### src/rtl/bf_cmp_pipe.sv
// Read-latency address delay line, output/golden word compare and saturating mismatch tally.
module bf_cmp_pipe #(
  parameter int ADDR_W = 13,
  parameter int DATA_W = 16,
  parameter int RD_LAT = 0,
  parameter int CNT_W  = 16
) (
  input  logic              clock,
  input  logic              reset,
  input  logic              clr,
  input  logic              vld,
  input  logic [ADDR_W-1:0] addr,
  input  logic [DATA_W-1:0] a,
  input  logic [DATA_W-1:0] b,
  output logic              mis,
  output logic [CNT_W-1:0]  count,
  output logic [ADDR_W-1:0] first_addr
);
  logic              vld_s;
  logic [ADDR_W-1:0] addr_s;
  logic              seen;

  if (RD_LAT == 0) begin : g_comb
    assign vld_s  = vld;
    assign addr_s = addr;
  end else begin : g_reg
    logic [RD_LAT:1]             vld_pipe;
    logic [RD_LAT:1][ADDR_W-1:0] addr_pipe;
    always_ff @(posedge clock or posedge reset) begin
      if (reset) begin
        vld_pipe  <= '0;
        addr_pipe <= '0;
      end else if (clr) begin
        vld_pipe  <= '0;
        addr_pipe <= '0;
      end else begin
        vld_pipe[1]  <= vld;
        addr_pipe[1] <= addr;
        for (int k = 2; k <= RD_LAT; k++) begin
          vld_pipe[k]  <= vld_pipe[k-1];
          addr_pipe[k] <= addr_pipe[k-1];
        end
      end
    end
    assign vld_s  = vld_pipe[RD_LAT];
    assign addr_s = addr_pipe[RD_LAT];
  end

  assign mis = vld_s && (a != b);

  always_ff @(posedge clock or posedge reset) begin
    if (reset) begin
      count      <= '0;
      first_addr <= '0;
      seen       <= 1'b0;
    end else if (clr) begin
      count      <= '0;
      first_addr <= '0;
      seen       <= 1'b0;
    end else if (mis) begin
      if (count != '1) count <= count + 1'b1;
      if (!seen) begin
        first_addr <= addr_s;
        seen       <= 1'b1;
      end
    end
  end
endmodule

### config.mk
export PLATFORM = sky130hd
export DESIGN_NAME = bf_cmp_pipe
export DESIGN_NICKNAME = d
export VERILOG_FILES = /design/src/rtl/bf_cmp_pipe.sv
export SDC_FILE = /design/constraint.sdc
export NUM_CORES = 1
export LEC_CHECK = 0
export BUFFER_PORTS_ARGS = -buffer_cell sky130_fd_sc_hd__buf_2
export CAP_MARGIN = 10
export CORE_MARGIN = 1.5
export CORE_UTILIZATION = 39
export DETAILED_ROUTE_END_ITERATION = 12
export PLACE_DENSITY = 0.71
export SYNTH_ARGS = -nofsm -noshare
export SYNTH_HDL_FRONTEND = slang
export SYNTH_SLANG_ARGS = --single-unit
### constraint.sdc
create_clock -name clock -period 3.75 [get_ports clock]
set_input_delay 0.375 -clock clock [delete_from_list [all_inputs] [get_ports clock]]
set_output_delay 0.375 -clock clock [all_outputs]
set_load 0.03 [all_outputs]
==> impl_results.md <==
- Die area: 5080 sq um
- CTS tree: done
- Largest net degree at the start of global routing: 49
- TritonRoute pass-1 iters: 4
- MaxCap Viol Count: 0
- Worst path most repeated cell: buf_2
- Reg-to-reg setup timing slack: 1.48 ns
- Final hold viol count: 0
- Synth Area per Inst: 9.57 sq um
- Number of synthesized flops with an enable pin: 0
- Fillers: 427
- Starting Density: 0.412
- Worst-margin pin slew: 0.801 ns
- Reg area: 751 sq um
- WP buf/inv: 2
- Clock sinks: 30
- Worst-skew pair later-pin latency: 0.28 ns
- Synth Register Bits: 30
- Outcome: finished, final reports clean
- Worst R2R Path Depth: 6
- Worst vdd ir: 0.176 mV
- H-tree levels: 2
- Initial antenna violation count: 0
- Reg2reg start: count[1]
- GRT Util Overall: 0.181
- Root Buffer: clkbuf_8
- Post-CTS setup buffers: 0
- FFs w/ async S/R, synth: 1.00
- CP endpoint kind: primary output
- Vias in the first global route: 1,722
- Hold_buf cts: 0
- WP data required: 3.38 ns
- Total Power: 0.772 mW
- Post-Syn Area: 1820 sq um
- Port buffer count: 78
- Reg clk slew, reported paths: 0.06 ns
- Cells after Synth: 190
- Worst hold path type: in -> async
- Row count: 24
- Syn nets: 240
- Final count of pins violating max slew: 0
- Post-synth top flop: dfrtp_1
- Reg-to-Reg End: count[14]
- RSZ-0062 raised after global routing: no
- Data arrival, critical path: 1.95 ns
- Static leakage: 1.12 nW
- CP Cell Sequence: buf_2 > xnor2_1 > nand4_1 > nor4_4 > nor2_1 > buf_2
- Critical Path Source Type: input port
- Ports: 79
- Vias per inst: 5.30
- Area occupied by multi-input gates: 1030 sq um
- Ys Warns: 0
- GR Overflow Total: 0
- Drt initial violations: 85
- Hpwl dp: 3020 um
- First-pass GRT wire length: 7310 um
- Final core utilization: 0.538
- Slowest Stage Delay on Critical Path: 0.77 ns
- Kind of critical path: in -> out
- Setup tns final: 0 ns
- Top cell family by delay on the critical path: simple AND/OR/NAND/NOR gates
- Final Setup Violations: 0
- Worst slew margin: 0.462
- CTS Buf Count: 5
- N_diodes: 0
- Total number of vias: 1,707
- Pwr Density: 325 nW/um^2
- Max Clock Skew: 0.00551 ns
- GPL Wtd Cong: 0.805
- Die span in y: 71.3 um
- Min cycle time layout: 2.32 ns
- Netlist cell types: 31
- Core area: 4410 sq um
- CTS max path bufs: 2
- NumNets Final: 319
- PostCTS Resize Cnt: 0
- Max Clk Rate: 0.431 GHz
- # DRC: 0
- Remaining antenna violation count: 0
- Share of layout cells above drive strength 1: 0.367
- Final WL: 4210 um
- Area delta synth->final: 30.6%
- Chip width: 71.3 um
- Final period util: 0.619
- Routed WL per cell: 13.1 um
- CP max FO: 15
- Slowest CP cell: nor4_4
- Sequential share of the synthesized area: 0.413
==> power by group <==
part           switching, mW  internal, mW
Combinational         0.0698        0.0564
Sequential           0.00730         0.335
Clock                  0.118         0.185
Total                  0.196         0.576
==> cell usage after synthesis, types with 5 or more instances <==
master	count	area, sq um
or4_1	5	37.5
or3_1	9	56.3
dfrtp_1	30	751
xnor2_1	16	140
a21oi_1	10	50.1
nand2b_1	28	175
clkbuf_1	7	26.3
nand4_1	6	37.5
nor2_1	9	33.8
mux2i_1	15	150
nand2_1	7	26.3
o21ai_0	9	45.0
==> area by class of cell <==
cell class,instances,share of cell area
multi-input combinational,148,0.432
sequential,30,0.316
timing repair buffer,81,0.174
clock buffer,8,0.0463
tap,52,0.0274
inverter,3,0.00474
==> state kept, by name (all words and copies together), names as in the netlist <==
name        count
seen            1
first_addr     13
count          16
==> tightest hold or removal path, stage by stage <==
cell,delay [ns]
buf_2,0.09
inv_1,0.04
buf_4,0.35
==> cell families (layout without fill, tap and decap cells) <==
kind of cell,Yosys count,count (layout),synth area share
AO/OA/AOI/OAI,28,28,0.0922
XOR/XNOR,16,16,0.0770
adder cells (fa/ha/maj),1,1,0.00688
flip-flops,30,30,0.413
AND/OR/NAND/NOR,84,84,0.278
multiplexers,19,19,0.107
buffers and inverters,12,92,0.0261
==> routing by layer <==
| layer | GRT usage | vias to the layer above | wire length [um] |
|---|---|---|---|
| li1 | - | 830 | - |
| met2 | 0.306 | 74 | 1980 |
| met5 | 0 | - | 0 |
| met3 | 0.0394 | 12 | 351 |
| met1 | 0.211 | 791 | 1750 |
| met4 | 0.105 | 0 | 134 |
==> metrics by stage <==
stage / instances / setup WS (ns) / hold slack [ns] / instance area, sq um
6_report: 322 / 1.43 / 0.161 / 2380
5_1_grt: 322 / 1.28 / 0.212 / 2380
4_1_cts: 322 / 1.44 / 0.166 / 2380
3_5_place_dp: 314 / 1.42 / 0.476 / 2270
3_3_place_gp: 314 / 1.49 / 0.471 / 2270
2_1_floorplan: 190 / 1.55 / 0.466 / 1820
==> cells in the final DEF, fill, tap and decap left out, types with 3 or more instances in the layout <==
cell	instances
or4_1	5
o21ai_0	9
mux2_2	4
nand2_1	7
a21oi_1	10
nor2_1	9
nor4_1	4
clkbuf_8	8
nand2b_1	28
nand3_1	3
or3_1	9
nor2b_1	4
nand4_1	6
dfrtp_1	30
xnor2_1	16
inv_1	3
o31ai_1	4
buf_4	3
buf_2	78
mux2i_1	15
==> worst max path at each step <==
stage	slack (ns)	cells past startpoint	to	start
floorplan	1.55	7	count[14]	count[0]
global placement	1.49	7	count[6]	b[5]
detailed placement	1.42	7	count[6]	b[5]
CTS	1.44	6	mis	b[5]
global route	1.28	6	mis	b[5]
finish	1.43	6	mis	b[5]
Note: power is estimated with default switching activity, not from simulation.
